--- config.mk ---
export PLATFORM = sky130hd
export DESIGN_NAME = gat_load_bridge
export DESIGN_NICKNAME = d
export VERILOG_FILES = /design/src/rtl/gat_load_bridge.sv
export SDC_FILE = /design/constraint.sdc
export NUM_CORES = 1
export LEC_CHECK = 0
export BUFFER_PORTS_ARGS = -buffer_cell sky130_fd_sc_hd__buf_2
export CAP_MARGIN = 10
export CORE_ASPECT_RATIO = 1.75
export CORE_MARGIN = 2
export CORE_UTILIZATION = 33
export DETAILED_ROUTE_END_ITERATION = 16
export GPL_TIMING_DRIVEN = 0
export PLACE_DENSITY = 0.52
export SKIP_CTS_REPAIR_TIMING = 1
export SLEW_MARGIN = 30
export SYNTH_ARGS = -nofsm -noshare
export SYNTH_HDL_FRONTEND = slang
export SYNTH_SLANG_ARGS = --single-unit
--- constraint.sdc ---
create_clock -name clk -period 12.2 [get_ports clk]
set_input_delay 1.22 -clock clk [delete_from_list [all_inputs] [get_ports clk]]
set_output_delay 1.22 -clock clk [all_outputs]
set_load 0.02 [all_outputs]
--- src/rtl/gat_load_bridge.sv ---
`default_nettype none
// ============================================================================
//  Module      : gat_load_bridge
//  Description : Host-to-core bridge for the GAT accelerator. Word-aligns and
//                narrows the host load channels, counts loads, and sequences
//                the core through load/run/done. Pipelined feature readback.
//  Revision    : 1.0 - initial release
// ============================================================================
module gat_load_bridge #(
  parameter int TOP_WIDTH     = 32,
  parameter int NUM_CH        = 3,
  parameter int CH_DATA_WIDTH = 21,
  parameter int CH_ADDR_W     = 18,
  parameter int FEAT_ADDR_W   = 16,
  parameter int FEAT_WIDTH    = 32,
  parameter int RD_LATENCY    = 2
) (
  input  logic                              clk,
  input  logic                              rst,
  input  logic                              start,
  input  logic                              gat_layer,
  input  logic [NUM_CH*(CH_ADDR_W+1)-1:0]   exp_cnt,
  input  logic [NUM_CH*TOP_WIDTH-1:0]       host_din,
  input  logic [NUM_CH-1:0]                 host_ena,
  input  logic [NUM_CH-1:0]                 host_wea,
  input  logic [NUM_CH*(CH_ADDR_W+2)-1:0]   host_addra,
  output logic [NUM_CH*CH_DATA_WIDTH-1:0]   bram_din,
  output logic [NUM_CH-1:0]                 bram_ena,
  output logic [NUM_CH-1:0]                 bram_wea,
  output logic [NUM_CH*CH_ADDR_W-1:0]       bram_addra,
  output logic [NUM_CH-1:0]                 load_done,
  output logic                              core_start,
  output logic                              core_layer,
  input  logic                              core_done,
  output logic                              gat_ready,
  input  logic                              feat_rd_en,
  input  logic [FEAT_ADDR_W+1:0]            feat_rd_addr,
  output logic [FEAT_ADDR_W-1:0]            feat_bram_addrb,
  input  logic [FEAT_WIDTH-1:0]             feat_bram_dout,
  output logic [FEAT_WIDTH-1:0]             feat_dout,
  output logic                              feat_dout_valid,
  output logic [TOP_WIDTH-1:0]              status
);

  localparam int                 c_cnt_w   = CH_ADDR_W + 1;
  localparam int                 c_ha_w    = CH_ADDR_W + 2;
  localparam logic [CH_ADDR_W:0] c_cnt_one = {{CH_ADDR_W{1'b0}}, 1'b1};
  localparam logic [15:0]        c_run_max = 16'hFFFF;

  typedef enum logic [1:0] {
    S_IDLE = 2'd0,
    S_LOAD = 2'd1,
    S_RUN  = 2'd2,
    S_DONE = 2'd3
  } state_t;

  state_t              r_state;
  state_t              w_state_nxt;
  logic [c_cnt_w-1:0]  r_cnt [NUM_CH];
  logic [c_cnt_w-1:0]  r_exp [NUM_CH];
  logic [NUM_CH-1:0]   w_req;
  logic [NUM_CH-1:0]   w_aligned;
  logic [NUM_CH-1:0]   w_accept;
  logic [NUM_CH-1:0]   w_count;
  logic [NUM_CH-1:0]   w_hit;
  logic                w_start_acc;
  logic                w_in_run;
  logic                r_drop_err;
  logic                r_align_err;
  logic [15:0]         r_run_cnt;
  logic [RD_LATENCY-1:0] r_rd_pipe;
  logic                w_unused;

  // Host data above CH_DATA_WIDTH and the byte offset of readback are ignored
  assign w_unused    = ^{host_din, feat_rd_addr[1:0]};

  assign w_in_run    = (r_state == S_RUN);
  assign w_start_acc = start && ((r_state == S_IDLE) || (r_state == S_DONE));
  assign gat_ready   = (r_state == S_IDLE) || (r_state == S_DONE);
  assign status      = {r_state, r_drop_err, r_align_err,
                        {(TOP_WIDTH-20){1'b0}}, r_run_cnt};

  always_comb begin
    w_state_nxt = r_state;
    case (r_state)
      S_IDLE, S_DONE: if (start)      w_state_nxt = S_LOAD;
      S_LOAD:         if (&load_done) w_state_nxt = S_RUN;
      S_RUN:          if (core_done)  w_state_nxt = S_DONE;
      default:                        w_state_nxt = S_IDLE;
    endcase
  end

  always_comb begin
    w_req     = '0;
    w_aligned = '0;
    w_accept  = '0;
    w_count   = '0;
    w_hit     = '0;
    for (int c = 0; c < NUM_CH; c++) begin
      w_req[c]     = host_ena[c] & host_wea[c];
      w_aligned[c] = (host_addra[c*c_ha_w +: 2] == 2'b00);
      w_accept[c]  = w_req[c] & w_aligned[c] & ~w_in_run;
      // Only LOAD-state writes count, and counting stops once the channel is done
      w_count[c]   = w_accept[c] & (r_state == S_LOAD) & ~load_done[c];
      w_hit[c]     = ((r_cnt[c] + c_cnt_one) == r_exp[c]);
    end
  end

  always_ff @(posedge clk or posedge rst) begin
    if (rst) begin
      r_state     <= S_IDLE;
      core_start  <= 1'b0;
      core_layer  <= 1'b0;
      r_drop_err  <= 1'b0;
      r_align_err <= 1'b0;
      r_run_cnt   <= '0;
    end else begin
      r_state    <= w_state_nxt;
      core_start <= (r_state == S_LOAD) && (&load_done);
      if (w_start_acc) begin
        core_layer  <= gat_layer;
        r_drop_err  <= 1'b0;
        r_align_err <= 1'b0;
        r_run_cnt   <= '0;
      end else begin
        if (|(w_req & {NUM_CH{w_in_run}})) r_drop_err  <= 1'b1;
        if (|(w_req & ~w_aligned))         r_align_err <= 1'b1;
        if (w_in_run && (r_run_cnt != c_run_max))
          r_run_cnt <= r_run_cnt + 16'd1;
      end
    end
  end

  always_ff @(posedge clk or posedge rst) begin
    if (rst) begin
      bram_din   <= '0;
      bram_ena   <= '0;
      bram_wea   <= '0;
      bram_addra <= '0;
      load_done  <= '0;
      for (int c = 0; c < NUM_CH; c++) begin
        r_cnt[c] <= '0;
        r_exp[c] <= '0;
      end
    end else begin
      bram_ena <= w_accept;
      bram_wea <= w_accept;
      for (int c = 0; c < NUM_CH; c++) begin
        if (w_accept[c]) begin
          bram_din[c*CH_DATA_WIDTH +: CH_DATA_WIDTH] <= host_din[c*TOP_WIDTH +: CH_DATA_WIDTH];
          bram_addra[c*CH_ADDR_W +: CH_ADDR_W]       <= host_addra[c*c_ha_w+2 +: CH_ADDR_W];
        end
        if (w_start_acc) begin
          r_cnt[c]     <= '0;
          r_exp[c]     <= exp_cnt[c*c_cnt_w +: c_cnt_w];
          // A zero-length channel is complete as soon as LOAD begins
          load_done[c] <= (exp_cnt[c*c_cnt_w +: c_cnt_w] == '0);
        end else if (w_count[c]) begin
          r_cnt[c] <= r_cnt[c] + c_cnt_one;
          if (w_hit[c]) load_done[c] <= 1'b1;
        end
      end
    end
  end

  // Readback request delay line; independent of the load/run sequencing
  if (RD_LATENCY == 1) begin : g_rd_lat1
    always_ff @(posedge clk or posedge rst) begin
      if (rst) r_rd_pipe <= '0;
      else     r_rd_pipe <= feat_rd_en;
    end
  end else begin : g_rd_latn
    always_ff @(posedge clk or posedge rst) begin
      if (rst) r_rd_pipe <= '0;
      else     r_rd_pipe <= {r_rd_pipe[RD_LATENCY-2:0], feat_rd_en};
    end
  end

  always_ff @(posedge clk or posedge rst) begin
    if (rst) begin
      feat_bram_addrb <= '0;
      feat_dout       <= '0;
      feat_dout_valid <= 1'b0;
    end else begin
      if (feat_rd_en) feat_bram_addrb <= feat_rd_addr[FEAT_ADDR_W+1:2];
      feat_dout_valid <= r_rd_pipe[RD_LATENCY-1];
      if (r_rd_pipe[RD_LATENCY-1]) feat_dout <= feat_bram_dout;
    end
  end

endmodule
`default_nettype wire

# After elaboration in Yosys (flattened, before gate mapping)
# Index checks and enable logic that the tools add are counted.
dict set report word_totals {
  regBits 310
  output_inout_bits 210
  word_cells 115
}
dict set report classes {
  addsub 4
  n_eq_ne 10
  n_mux 25
  bitwise 22
  reduce_logical 28
}
# operator n
set ops {}
lappend ops {{19-bit 2-to-1 mux} 6}
lappend ops {{19-bit by 1-bit adder with 19-bit output (second input constant)} 3}
lappend ops {{19-bit == test} 3}
lappend ops {{19-bit zero test} 3}
lappend ops {{16-bit 2-to-1 mux} 2}
lappend ops {{2-bit nonzero test} 9}
lappend ops {{16-bit by 1-bit adder with 16-bit output (second input constant)} 1}
lappend ops {{16-bit inequality test (second input constant)} 1}
lappend ops {{1-bit AND} 15}
lappend ops {{1-bit 2-to-1 mux} 13}
lappend ops {{2-bit zero test} 4}
lappend ops {{3-bit AND} 2}
lappend ops {{2-bit 2-to-1 mux} 3}
lappend ops {{2-bit inequality test (second input constant)} 3}
lappend ops {{2-bit case mux with 3 select lines} 1}
lappend ops {{2-bit AND reduction} 3}
lappend ops {{3-bit AND reduction} 2}
lappend ops {{3-bit OR reduction} 2}
lappend ops {{2-bit == test (second input constant)} 2}
lappend ops {{1-bit inverter} 4}
lappend ops {{1-bit logical AND} 3}
lappend ops {{3-bit inverter} 1}
lappend ops {{2-bit by 1-bit == test with 1-bit output (second input constant)} 1}
lappend ops {{2-bit OR reduction} 1}
lappend ops {{1-bit logical OR} 1}

# Longest topological paths before layout
dict set report logic_depth {
  ltp_word 7
  depth_mapped 9
  ltp_nobuf 9
}

# Worst setup path before layout
# Ideal clock, no wire load.
dict set report synth_path {
  path_type {input to register}
  start {in host_addra[1]}
  end {reg load_done[0]}
  t_arrival_ps 3004
  required_time_ps 12105
  path_slack_ps 9100
  path_stages 6
  n_path_buf 0
  cell_sequence {nor4_2 > o211ai_1 > a2111o_1 > or4_1 > or4_1 > o31ai_1}
}
dict set report synth_via {
  elab_chain_len 7
}
# item line
set synth_rtl {}
lappend synth_rtl {{start: declaration} 26} ;# input logic [NUM_CH*(CH_ADDR_W+2)-1:0] host_addra,
lappend synth_rtl {{2-bit zero test} 101} ;# w_aligned[c] = (host_addra[c*c_ha_w +: 2] == 2'b00);
lappend synth_rtl {{1-bit AND (2 in a row)} 102} ;# w_accept[c] = w_req[c] & w_aligned[c] & ~w_in_run;
lappend synth_rtl {{1-bit AND (2 in a row)} 104} ;# w_count[c] = w_accept[c] & (r_state == S_LOAD) & ~load_done[c];
lappend synth_rtl {{2-bit nonzero test (no source line)} -}
lappend synth_rtl {{2-bit AND reduction (no source line)} -}
lappend synth_rtl {{end signal: indexed assignment} 157} ;# load_done[c] <= (exp_cnt[c*c_cnt_w +: c_cnt_w] == '0);
lappend synth_rtl {{end: declaration} 31} ;# output logic [NUM_CH-1:0] load_done,
# Every way passes these cells.
# A chain may end at the register's enable or synchronous reset.

# Worst setup path after layout
dict set report layout_path {
  start {reg r_state[0]}
  end {reg load_done[0]}
}
dict set report layout_via {
  elab_chain_len 7
}
# item line
set layout_rtl {}
lappend layout_rtl {{start: declaration} 57} ;# state_t r_state;
lappend layout_rtl {{start signal: assignment} 118} ;# r_state <= w_state_nxt;
lappend layout_rtl {{2-bit == test} 77} ;# assign w_in_run = (r_state == S_RUN);
lappend layout_rtl {{1-bit inverter} 102}
lappend layout_rtl {{1-bit AND} 102}
lappend layout_rtl {{1-bit AND (2 in a row)} 104}
lappend layout_rtl {{2-bit nonzero test (no source line)} -}
lappend layout_rtl {{2-bit AND reduction (no source line)} -}
# Several ways; a longest one is shown, not always the timed one.

==> reports/metrics.csv <==
metric;value;unit
final setup fails;0;
largest net degree at the start of global routing;92;
placed insts;2324;
DIE WIDTH;161;µm
area leader, netlist;dfrtp_1;
Vias/cell;4.74;
initial antenna violation count;1;
Placer Congestion;0.830;
Num CTS Buffers;34;
sequential area share after synthesis;54.5;%
Worst Path Max Fanout;6;
final net count;2081;
total of max-cap violations;0;
Bufs and invs on worst path;1;
Finished Layout Cells;2387;
crit path to;load_done[0]$_DFFE_PP0P_;
row cnt;100;
# clock sinks;310;
DR vias;11325;
CP max stage cell;nor4_4;
setup_tns;0;ns
delay-heaviest family, CP;simple AND/OR/NAND/NOR gates;
TritonCTS clock tree;built;
fin crit period;3.52;ns
grt ovf;0;
DR WL/cell;17.1;µm
Synth Warn #;0;
status;finished, final reports clean;
fillers;4218;
beginning of the critical path;r_state[0]$_DFFE_PP0P_;
Max Freq;0.284;GHz
clk buf depth;3;
Cell Area, Synth;14200;µm²
fin util;43.5;%
synthesis-stage register bit count;310;
most common flop cell mapped by yosys;dfrtp_1;
CP peak stage delay;0.74;ns
initial core utilization;33.5;%
CP Launch Type;register;
DRT iter0 DRCs;540;
CP dominant cell by count;or4_1;
RR Startpoint;r_state[0]$_DFFE_PP0P_;
Critical Path Stages;8;
clock-pin slew on the worst setup and hold paths;0.06;ns
count of flip-flops with a built-in enable after synthesis;0;
final instance area;18500;µm²
Clock Skew;0.0137;ns
worst-margin pin slew;0.915;ns
Tightest Hold Check Type;reg -> reg;
Post-Route WL;40.8;mm
placed cell area;17300;µm²
Worst EP arrival;3.95;ns
height of the die;279;µm
input/output buffers;437;
crit share post-route;28.9;%
core box area;42500;µm²
pre-CTS setup slack;8.18;ns
residual DRC count;0;
first-pass GRT wire length;63.9;mm
Clock Root Buffer;clkbuf_16;
CP endpoint kind;register;
Power Density;209;nW/µm²
Top Ports;485;
Rel. slew slack;38.5;%
Final Max Tran Viols;0;
dpl hpwl;31.4;mm
Syn Inst Count;1311;
crit path cell chain;inv_1, ha_1, nor4_4, o211ai_1, a2111o_1, or4_1, or4_1, o31ai_1;
Total GRT Usage;18.0;%
leakage;8.73;nW
die area;44900;µm²
commonest non-fill, non-tap cell in the layout;buf_2;
Peak VDD IR;0.000144;V
Setup CP Type;reg -> reg;
worst setup margin;8.68;ns
Worst R2R End;load_done[0]$_DFFE_PP0P_;
vias in the first global route;11692;
Skew-Pair Late Insertion Delay;0.53;ns
r2r setup slk;8.68;ns
distinct cell type count after synthesis;58;
Syn-to-layout area delta;30.1;%
RSZ-0062 raised after global routing;no;
Clock H-tree levels;2;
Final ANT Viol Nets;0;
share of the synthesized area in the top cell type;54.5;%
share of cells above drive strength 1;37.9;%
Worst R2R Path Depth;8;
Synth area leaders;dfrtp_1 (54%), mux2_2 (13%), nand2_1 (6.5%);
count of final hold-check violations;0;
worst path required time;12.63;ns
Initial DRT Pass Iterations;4;
syn_area_per_cell;10.9;µm²
commonest non-fill, non-tap cells in the layout;buf_2 (439), dfrtp_1 (310), nand2_1 (245);
Synth async-reset ratio;100;%
[area by class of cell]
| cell class | count | area (µm²) | area share, % |
|---|---|---|---|
| Inverter | 16 | 67.6 | 0.365 |
| Clock inverter | 13 | 198 | 1.07 |
| Clock buffer | 49 | 1030 | 5.57 |
| Buffer | 82 | 374 | 2.02 |
| Antenna cell | 1 | 2.50 | 0.0135 |
| Sequential cell | 310 | 7760 | 41.9 |
| Timing Repair Buffer | 441 | 2280 | 12.3 |
| Multi-Input combinational cell | 914 | 6110 | 33.0 |
| Tap cell | 561 | 702 | 3.79 |
[where the power goes]
part           leakage, nW  total, mW  switching [mW]  internal, mW
logic                 4.26       1.23           0.754         0.477
clock network        0.597       1.13           0.437         0.696
registers             3.87       1.50           0.187          1.31
total                 8.73       3.86            1.38          2.49
[cells by family (layout without fill, tap and decap cells)]
logic type / Yosys count / in the layout / synth area share, %
DFF: 310 / 310 / 54.5
AOI/OAI and AO/OA: 95 / 95 / 4.14
adders and majority gates: 7 / 7 / 0.615
xor gates and xnor gates: 132 / 132 / 8.12
and+or+nand+nor: 499 / 499 / 16.2
buffers and inverters: 98 / 601 / 3.05
muxes: 169 / 169 / 13.3
other: 1 / 13 / 0.0263
[Yosys cell counts, types with 27 or more instances]
library cell / count
dfrtp_1: 310
nand2_1: 245
mux2_2: 166
nor2_1: 90
xnor2_1: 73
xor2_1: 59
clkbuf_1: 48
o21ai_0: 31
nand3_1: 30
a21oi_1: 28
nand4_1: 27
[flip-flops by register name (all words and copies together) (netlist names)]
signal and cells:
r_run_cnt 16, load_done 3, r_align_err 1, r_exp 57
r_cnt 57, bram_wea 3, r_drop_err 1, feat_dout_valid 1
bram_din 63, core_layer 1, r_state 2, core_start 1
feat_bram_addrb 16, r_rd_pipe 2, bram_addra 54, feat_dout 32
[how the worst min path moves through the flow]
stage | start | end | depth (start not counted)
detailed placement | r_rd_pipe[1]$_DFF_PP0_ | feat_dout_valid$_DFF_PP0_ | 0
global placement | r_rd_pipe[0]$_DFF_PP0_ | r_rd_pipe[1]$_DFF_PP0_ | 0
floorplan | r_rd_pipe[0]$_DFF_PP0_ | r_rd_pipe[1]$_DFF_PP0_ | 0
global route | r_rd_pipe[1]$_DFF_PP0_ | feat_dout_valid$_DFF_PP0_ | 0
finish | r_rd_pipe[0]$_DFF_PP0_ | r_rd_pipe[1]$_DFF_PP0_ | 0
CTS | r_rd_pipe[1]$_DFF_PP0_ | feat_dout_valid$_DFF_PP0_ | 0
[metal layers]
metal  vias up  global-route usage, %  share of wire (%)
li1       5439                      -                  -
met2       315                   34.1                 54
met5         -                      0                  0
met4         0                   8.22                4.3
met3        93                   3.00                4.6
met1      5478                   19.3                 37
[stage by stage]
stage          power (mW)  hold WS (ns)
3_5_place_dp         2.78         0.375
5_1_grt              4.10         0.392
2_1_floorplan        2.28         0.331
4_1_cts              3.93         0.389
3_3_place_gp         2.75         0.368
6_report             3.86         0.377
Power figures use the tool's default switching activity.
